===== config.mk =====
export PLATFORM = sky130hd
export DESIGN_NAME = rx_frame_ctrl
export DESIGN_NICKNAME = d
export VERILOG_FILES = /design/src/rtl/rx_frame_ctrl_pkg.sv /design/src/rtl/rx_byte_hold.sv /design/src/rtl/rx_frame_ctrl.sv
export SDC_FILE = /design/constraint.sdc
export NUM_CORES = 1
export LEC_CHECK = 0
export CORE_UTILIZATION = 57
export CTS_CLUSTER_SIZE = 28
export DETAILED_ROUTE_END_ITERATION = 10
export GPL_TIMING_DRIVEN = 0
export MAX_ROUTING_LAYER = met4
export PLACE_DENSITY = 0.86
export SYNTH_ARGS = -nofsm -noshare
export SYNTH_HDL_FRONTEND = slang
export SYNTH_SLANG_ARGS = --single-unit

===== constraint.sdc =====
create_clock -name CLK -period 4.4 [get_ports CLK]
set_input_delay 0.88 -clock CLK [delete_from_list [all_inputs] [get_ports CLK]]
set_output_delay 0.88 -clock CLK [all_outputs]
set_load 0.1 [all_outputs]

===== src/rtl/rx_frame_ctrl_pkg.sv =====
// Shared RX symbol constants, framing FSM encodings and packet-type codes.
// Combinational helpers only; no latency.
// No flow control; used by the RX byte path and the framing controller.
package rx_frame_ctrl_pkg;

  // Physical-layer control symbols carried on the RX byte path
  localparam logic [7:0] SYM_STP_CODE = 8'hFB;
  localparam logic [7:0] SYM_SDP_CODE = 8'h5C;
  localparam logic [7:0] SYM_END_CODE = 8'hFD;
  localparam logic [7:0] SYM_IDL_CODE = 8'h7C;
  localparam logic [7:0] SYM_PAD_CODE = 8'hF7;

  // Packet type codes presented on PKT_TYPE
  localparam logic PKT_TLP  = 1'b0;
  localparam logic PKT_DLLP = 1'b1;

  typedef enum logic [1:0] {
    ST_IDLE = 2'd0,
    ST_TLP  = 2'd1,
    ST_DLLP = 2'd2,
    ST_DROP = 2'd3
  } frame_state_t;

  // IDL and PAD behave identically for framing, so they share one class
  typedef enum logic [2:0] {
    SYM_DATA = 3'd0,
    SYM_STP  = 3'd1,
    SYM_SDP  = 3'd2,
    SYM_END  = 3'd3,
    SYM_FILL = 3'd4
  } sym_class_t;

  function automatic sym_class_t classify_sym(input logic [7:0] b);
    sym_class_t c;
    case (b)
      SYM_STP_CODE: c = SYM_STP;
      SYM_SDP_CODE: c = SYM_SDP;
      SYM_END_CODE: c = SYM_END;
      SYM_IDL_CODE: c = SYM_FILL;
      SYM_PAD_CODE: c = SYM_FILL;
      default:      c = SYM_DATA;
    endcase
    return c;
  endfunction

endpackage


===== src/rtl/rx_byte_hold.sv =====
// One-byte hold stage with full/first flags so a packet's last byte can leave with EOP.
// Load/flush take effect on the next CLK edge; contents readable the cycle after load.
// No backpressure: load wins over flush, and with neither asserted the stage freezes.
module rx_byte_hold (
  input  logic       CLK,
  input  logic       RESET_L,
  input  logic       load,
  input  logic [7:0] load_dat,
  input  logic       flush,
  output logic [7:0] hold_dat,
  output logic       hold_full,
  output logic       hold_first
);

  // Capture a new byte (first only if the stage was empty) or drop the held one
  always_ff @(posedge CLK) begin
    if (!RESET_L) begin
      hold_dat   <= 8'h00;
      hold_full  <= 1'b0;
      hold_first <= 1'b0;
    end else if (load) begin
      hold_dat   <= load_dat;
      hold_full  <= 1'b1;
      hold_first <= ~hold_full;
    end else if (flush) begin
      hold_full  <= 1'b0;
      hold_first <= 1'b0;
    end
  end

endmodule


===== src/rtl/rx_frame_ctrl.sv =====
// Receive framing controller: classifies RX symbols, frames TLP/DLLP packets, flags errors.
// Data byte appears one cycle after the next valid symbol following it is sampled.
// No backpressure downstream; RX_VALID=0 freezes all state and drops the strobes.
module rx_frame_ctrl
  import rx_frame_ctrl_pkg::*;
#(
  parameter int MAX_TLP_LEN = 64,
  parameter int DLLP_LEN    = 6,
  parameter int LEN_W       = 8
) (
  input  logic             CLK,
  input  logic             RESET_L,
  input  logic [7:0]       RX_BYTE,
  input  logic             RX_VALID,
  output logic [7:0]       DATA_OUT,
  output logic             VALID_OUT,
  output logic             SOP,
  output logic             EOP,
  output logic             PKT_TYPE,
  output logic [LEN_W-1:0] PKT_LEN,
  output logic             ERR,
  output logic [7:0]       ERR_CNT
);

  localparam logic [LEN_W-1:0] MAX_LEN_L  = LEN_W'(MAX_TLP_LEN);
  localparam logic [LEN_W-1:0] DLLP_LEN_L = LEN_W'(DLLP_LEN);

  frame_state_t     state, nxt_state;
  logic [LEN_W-1:0] cnt, nxt_cnt;
  logic             cur_type, nxt_type;
  sym_class_t       sym;

  logic             emit, emit_eop, err_set;
  logic             hold_load, hold_flush;
  logic [7:0]       hold_dat;
  logic             hold_full, hold_first;

  rx_byte_hold u_hold (
    .CLK        (CLK),
    .RESET_L    (RESET_L),
    .load       (hold_load),
    .load_dat   (RX_BYTE),
    .flush      (hold_flush),
    .hold_dat   (hold_dat),
    .hold_full  (hold_full),
    .hold_first (hold_first)
  );

  // Next-state, hold-stage control and error decisions for the sampled symbol
  always_comb begin
    sym        = classify_sym(RX_BYTE);
    nxt_state  = state;
    nxt_cnt    = cnt;
    nxt_type   = cur_type;
    emit       = 1'b0;
    emit_eop   = 1'b0;
    err_set    = 1'b0;
    hold_load  = 1'b0;
    hold_flush = 1'b0;

    if (RX_VALID) begin
      case (state)
        ST_IDLE: begin
          case (sym)
            SYM_STP: begin
              nxt_state = ST_TLP;
              nxt_cnt   = '0;
              nxt_type  = PKT_TLP;
            end
            SYM_SDP: begin
              nxt_state = ST_DLLP;
              nxt_cnt   = '0;
              nxt_type  = PKT_DLLP;
            end
            SYM_DATA, SYM_END: err_set = 1'b1;
            default: ;
          endcase
        end

        ST_TLP, ST_DLLP: begin
          // Any symbol inside a packet pushes out whatever byte is held
          emit = hold_full;
          case (sym)
            SYM_DATA: begin
              if (state == ST_TLP && cnt == MAX_LEN_L) begin
                // Overflow: close the packet on the held byte, discard the newcomer
                emit_eop   = 1'b1;
                err_set    = 1'b1;
                hold_flush = 1'b1;
                nxt_state  = ST_DROP;
              end else begin
                hold_load = 1'b1;
                if (cnt != '1) nxt_cnt = cnt + 1'b1;
              end
            end
            SYM_END: begin
              emit_eop   = 1'b1;
              hold_flush = 1'b1;
              nxt_state  = ST_IDLE;
              if (!hold_full)
                err_set = 1'b1;
              else if (state == ST_DLLP && cnt != DLLP_LEN_L)
                err_set = 1'b1;
            end
            SYM_STP, SYM_SDP: begin
              // Missing END: close the old packet and open the new one together
              emit_eop   = 1'b1;
              err_set    = 1'b1;
              hold_flush = 1'b1;
              nxt_state  = (sym == SYM_STP) ? ST_TLP : ST_DLLP;
              nxt_cnt    = '0;
              nxt_type   = (sym == SYM_STP) ? PKT_TLP : PKT_DLLP;
            end
            default: begin
              emit_eop   = 1'b1;
              err_set    = 1'b1;
              hold_flush = 1'b1;
              nxt_state  = ST_IDLE;
            end
          endcase
        end

        default: begin
          // DROP: silently discard until END; a new start symbol is accepted as-is
          case (sym)
            SYM_END: nxt_state = ST_IDLE;
            SYM_STP: begin
              nxt_state = ST_TLP;
              nxt_cnt   = '0;
              nxt_type  = PKT_TLP;
            end
            SYM_SDP: begin
              nxt_state = ST_DLLP;
              nxt_cnt   = '0;
              nxt_type  = PKT_DLLP;
            end
            default: ;
          endcase
        end
      endcase
    end
  end

  // Framing FSM, byte counter and registered packet/error outputs
  always_ff @(posedge CLK) begin
    if (!RESET_L) begin
      state     <= ST_IDLE;
      cnt       <= '0;
      cur_type  <= PKT_TLP;
      DATA_OUT  <= 8'h00;
      VALID_OUT <= 1'b0;
      SOP       <= 1'b0;
      EOP       <= 1'b0;
      PKT_TYPE  <= 1'b0;
      PKT_LEN   <= '0;
      ERR       <= 1'b0;
      ERR_CNT   <= 8'h00;
    end else begin
      state     <= nxt_state;
      cnt       <= nxt_cnt;
      cur_type  <= nxt_type;
      VALID_OUT <= emit;
      SOP       <= emit & hold_first;
      EOP       <= emit & emit_eop;
      ERR       <= err_set;
      // PKT_TYPE follows the packet being emitted, not the one just opened
      if (emit) begin
        DATA_OUT <= hold_dat;
        PKT_TYPE <= cur_type;
      end
      if (emit && emit_eop) PKT_LEN <= cnt;
      if (err_set && ERR_CNT != 8'hFF) ERR_CNT <= ERR_CNT + 8'd1;
    end
  end

endmodule


==> results.ini, run 1 <==
[status]
outcome = complete, no violations

[setup_path]
critical_path_arrival_ns = 3.14
max_stage_delay_ns = 0.57
worstSetupStartpoint = RX_BYTE[3]
endpoint = PKT_LEN[2]
critical_path_required_ns = 4.58
crit_path_max_fanout = 8
r2r_end = u_hold.hold_dat[7]
crit_buf_inv = 1
cp_num_cells = 7
crit_chain = clkdlybuf4s50_1, nand2b_1, a31oi_1, a21oi_1, nor2_2, mux2i_1, nor2_1
cp_slowest_cell = clkdlybuf4s50_1
critical-path-top-delay-family = simple AND/OR/NAND/NOR gates
rr_startpoint = cnt[1]
ff2ff_setup_slack_ns = 2.08
r2r_cells = 9
path_class = in -> reg
worstSetupStartpointType = input port
cp-end-kind = flop

[synthesis]
yosysTopAreaCellShare = 0.417
synthDistinctLibCells = 54
synth_flop_cell = dfxtp_1
synth-seq-area-share = 0.417
yosys_warnings = 0
synth_seq_cells = 50
synth_nets = 293
avgSynthCellArea_um2 = 8.75
synth-async-reset-ratio = 0
syn_inst = 274
ys_top_cells_by_area = dfxtp_1, mux2i_1, nand2_1
synth_edf_count = 0
yosysTopAreaCell = dfxtp_1
synth_area_um2 = 2400

[detailed_routing]
dr.pass1.iters = 4
post_drt_via_cell_ratio = 5.80
drt_iter0_markers = 130
final_antenna_net_count = 0
drc_errors = 0
wire_per_inst_um = 14.9
vias = 2152
drt-total-wl_um = 5540

[sta]
tns_ns = 0
setup_viol = 0
slew_viol_final = 0
rsz0062_at_grt = no
fin_worst_skew_ns = 0.0115
max_freq_ghz = 0.338
tightest_slew_ns = 0.992
finalHoldViolations = 0
min_period_over_period = 0.673
relSlewSlack = 0.337
post-route-min-period_ns = 2.96

[clocking]
clk_path_buf_depth = 2
htree_levels = 2
insertion_delay_ns = 0.31
clk_pin_slew_ns = 0.08
clockRootBuffer = clkbuf_8
numCtsBuffers = 5
cts.sinks = 50
cts_hold_buf = 0
cts_tree = built
ctsResizeCount = 0
cts_setup_buffers = 0

[die]
fp-row-count = 23
core_area_um2 = 4030
die_x_um = 66.9
die_h_um = 66.9
die-area_um2 = 4470
ios = 40
initial_core_util = 0.595

[layout]
drive_gt1_frac = 0.0872
final_util = 0.743
area_growth_pct = 24.8
multi_input_area_um2 = 1300
fin_nets = 339
num-fill-cells = 326
antenna_cells = 0
register_area_um2 = 1000

[grt]
grt_pass1_wl_um = 8910
grt_max_degree = 16
grt-ovfl-total = 0
grt.total_usage = 0.274
antenna_found_initial = 0
grt_pass1_vias = 1914

[power_and_ir_drop]
swShare = 0.216
clkPwrFrac = 0.433
seqPwrFrac = 0.497
switching_power_uw = 198
p_int_uw = 718
power.leakage_uw = 0.00104
comb_power_share = 0.070
vdd_drop_max_mv = 0.231
p_per_area_nw_per_um2 = 306

[place]
dp_hpwl_um = 3950
portBuffers = 39
gp_congestion = 0.938

[min_path]
hold_path.class = reg -> reg

[run]
maxCapViolations = 0

-- power by group through the flow --
stage          Sequential, µW  Combinational [µW]  Clock (µW)
3_3_place_gp              466                62.5           0
2_1_floorplan             479                25.4           0
5_1_grt                   456                68.4         420
3_5_place_dp              467                63.5           0
6_report                  456                64.1         396
4_1_cts                   456                63.8         400
-- cell usage after synthesis (6+ instances only) --
library cell   n
or3_1          6
nor2_1        28
nand2_1       33
mux2i_1       21
nor3_1         7
nand2b_1       6
ha_1           8
o21ai_0       11
nand3_1        6
dfxtp_1       50
a21oi_1       20
and3_1         6
inv_1         10
-- worst min path at each step --
stage	from	to	slack (ns)	depth (start not counted)
after global routing	u_hold.hold_dat[4]	DATA_OUT[4]	0.48	2
final	DATA_OUT[6]	DATA_OUT[6]	0.46	2
after floorplan	cur_type	PKT_TYPE	0.43	2
after detailed placement	DATA_OUT[6]	DATA_OUT[6]	0.45	2
after CTS	DATA_OUT[6]	DATA_OUT[6]	0.46	2
after global placement	u_hold.hold_dat[3]	DATA_OUT[3]	0.44	2
-- worst register-to-register path, stage by stage, from the launching register on --
cell	delay, ns
dfxtp_1	0.51
inv_1	0.09
ha_1	0.23
nand4b_1	0.15
o22ai_2	0.10
a21oi_1	0.38
nor2b_1	0.19
buf_2	0.27
mux2i_1	0.22
nor2_1	0.06
-- through the flow --
step                      hold WS (ns)  worst slack [ns]  std cells  power (µW)  instance area (µm²)
after floorplan                  0.428              2.01        274         504                 2400
after global placement           0.444              1.19        363         529                 2850
after detailed placement         0.447              1.17        363         530                 2850
after CTS                        0.458              1.49        371         920                 2990
after global routing             0.483              1.27        371         945                 2990
final                            0.457              1.44        371         916                 2990
-- placed cells by master (no fill, tap or decap), types with 2 or more instances in the layout --
master	n
a21oi_1	20
o21ai_0	11
o31ai_1	3
a31oi_1	2
clkbuf_8	6
o22ai_1	2
dfxtp_1	50
clkdlybuf4s50_1	39
nand3_1	6
o211ai_1	4
clkbuf_1	5
nor3_1	7
or4_4	2
nor2_1	28
nand2b_1	6
nand4b_1	3
and3_1	6
buf_2	2
bufinv_16	2
a211oi_1	2
ha_1	8
buf_6	2
nand4_1	3
or3_1	6
inv_2	2
inv_1	10
nand2_1	33
mux2i_1	21
or3_2	2
-- flip-flops by register name, summed over array words and instances, names as in the netlist, 2 cells and up --
| name | count |
|---|---|
| u_hold.hold_dat | 8 |
| state | 2 |
| cnt | 8 |
| ERR_CNT | 8 |
| DATA_OUT | 8 |
| PKT_LEN | 8 |
-- logic make-up after synthesis --
family / Yosys count / share of synthesized area
flops: 50 / 0.417
fa+ha+maj: 8 / 0.0417
compound gates: 58 / 0.159
mux: 21 / 0.0876
simple gates: 113 / 0.246
xor+xnor: 2 / 0.00730
buf+inv: 22 / 0.0417
-- layer usage --
layer / track usage / vias to the layer above / routed length (µm)
li1: - / 1067 / -
met1: 0.337 / 1016 / 2570
met2: 0.461 / 64 / 2670
met3: 0.0531 / 5 / 244
met4: 0.0665 / 0 / 51
met5: - / - / 0
-- area by class of cell --
cell class / count / area share
Tap cell: 50 / 0.0209
Timing Repair Buffer: 39 / 0.130
Clock buffer: 6 / 0.0276
Sequential cell: 50 / 0.334
Buffer: 10 / 0.0184
Multi-Input combinational cell: 202 / 0.433
Clock inverter: 2 / 0.0201
Inverter: 12 / 0.0150
(Power assumes the default switching activity.)
==> run 2: changes to the inputs <==
- CORE_UTILIZATION: 57 -> 48
- PLACE_DENSITY: 0.86 -> 0.77
- clock period: 4.4 -> 2.7 ns (I/O delays scaled with it)
==> results.ini, run 2 (synthesis results as in run 1) <==
[status]
outcome = complete, no violations

[die]
die-area_um2 = 5280
die_h_um = 72.7
die_x_um = 72.7
initial_core_util = 0.504
fp-row-count = 25
core_area_um2 = 4750
ios = 40

[sta]
relSlewSlack = 0.352
rsz0062_at_grt = no
tightest_slew_ns = 0.969
finalHoldViolations = 0
min_period_over_period = 0.945
max_freq_ghz = 0.392
post-route-min-period_ns = 2.55
slew_viol_final = 0
fin_worst_skew_ns = 0.0114
setup_viol = 0

[run]
maxCapViolations = 0

[place]
dpl-instance-area_um2 = 2870
gp_congestion = 0.923
dp_hpwl_um = 3950
portBuffers = 39

[detailed_routing]
drc_errors = 0
drt_iter0_markers = 89
wire_per_inst_um = 13.7
post_drt_via_cell_ratio = 5.46
drt-total-wl_um = 5330
final_antenna_net_count = 0
vias = 2119
dr.pass1.iters = 5

[layout]
layout_common_cells = dfxtp_1, clkdlybuf4s50_1, nand2_1
drive_gt1_frac = 0.0903
final_common_cell = dfxtp_1
num-fill-cells = 441
final_util = 0.627
final_area_um2 = 2980
area_growth_pct = 24.3
antenna_cells = 0
multi_input_area_um2 = 1310
register_area_um2 = 1000
fin_nets = 339

[clocking]
cts_tree = built
clk_path_buf_depth = 2
clockRootBuffer = clkbuf_8
numCtsBuffers = 5
htree_levels = 2
clk_pin_slew_ns = 0.10
insertion_delay_ns = 0.30
cts.sinks = 50

[power_and_ir_drop]
p_per_area_nw_per_um2 = 441
power.leakage_uw = 0.00101
vdd_drop_max_mv = 0.392
power_uw = 1310

[setup_path]
critical_path_required_ns = 2.92
worstSetupStartpointType = input port
cp-end-kind = flop
critical_path_arrival_ns = 2.78
path_class = in -> reg
crit_path_max_fanout = 10

[grt]
grt.total_usage = 0.216
grt_pass1_vias = 1883
grt_pass1_wl_um = 8640
antenna_found_initial = 0
grt_max_degree = 17
grt-ovfl-total = 0

[min_path]
hold_path.class = reg -> reg

[run 2: changes by cell type in the layout (fill, tap and decap cells not counted)]
cell,delta
a21oi_2,+1
inv_6,+1
a21oi_1,-1
nor2_2,-1
clkinvlp_4,+1
bufinv_16,-2
nor2_4,+1
[run 2: worst paths after layout]
check / start / end / slack (ns) / depth (start not counted)
setup / recovery: RX_BYTE[1] / ERR_CNT[7] / 0.15 / 8
hold / removal: u_hold.hold_dat[0] / DATA_OUT[0] / 0.45 / 2
setup reg to reg: cnt[0] / u_hold.hold_dat[7] / 0.57 / 9
hold reg to reg: u_hold.hold_dat[0] / DATA_OUT[0] / 0.45 / 2
[run 2: per-layer routing]
| metal | routed length, µm | global-route usage |
|---|---|---|
| met5 | 0 | - |
| met3 | 244 | 0.0428 |
| met4 | 33 | 0.0523 |
| met2 | 2500 | 0.353 |
| met1 | 2550 | 0.275 |
[run 2: cell type report]
cell class,instances,share of cell area
Inverter,12,0.0151
Multi-Input combinational cell,202,0.438
Sequential cell,50,0.336
Clock inverter,2,0.00546
Timing Repair Buffer,39,0.131
Clock buffer,6,0.0277
Buffer,10,0.0185
Tap cell,67,0.0281
[run 2: per-stage QoR]
| stage | hold WS (ns) | cells | setup slack, ns | TNS (ns) |
|---|---|---|---|---|
| floorplan | 0.428 | 274 | 0.581 | 0 |
| detailed placement | 0.450 | 380 | -0.173 | -2.74 |
| global route | 0.481 | 388 | 0.0576 | 0 |
| global placement | 0.443 | 380 | -0.140 | -2.21 |
| CTS | 0.459 | 388 | 0.150 | 0 |
| finish | 0.453 | 388 | 0.149 | 0 |
[run 2: worst max-delay path: stages]
cell and delay (ns):
clkdlybuf4s50_1 0.53, nand4b_1 0.30, or3_1 0.34, a31oi_1 0.30, o211ai_2 0.13, buf_6 0.15, or3_1 0.34, a21oi_1 0.14
[run 2: what timing repair did]
item	CTS	global route
buffers inserted	0	0
resized for setup	0	2
endpoints found under the setup margin	0	14
hold buffers	0	0
[run 2: power breakdown]
part / internal [µW] / total, µW / switching, µW
sequential: 740 / 743 / 2.77
clock: 211 / 466 / 255
combinational: 35.8 / 105 / 69.2
==> run 3: changes to the inputs <==
- CAP_MARGIN: not set -> 5
==> results of run 3 <==
The final DEF is identical to that of run 2; final timing and power are the same.
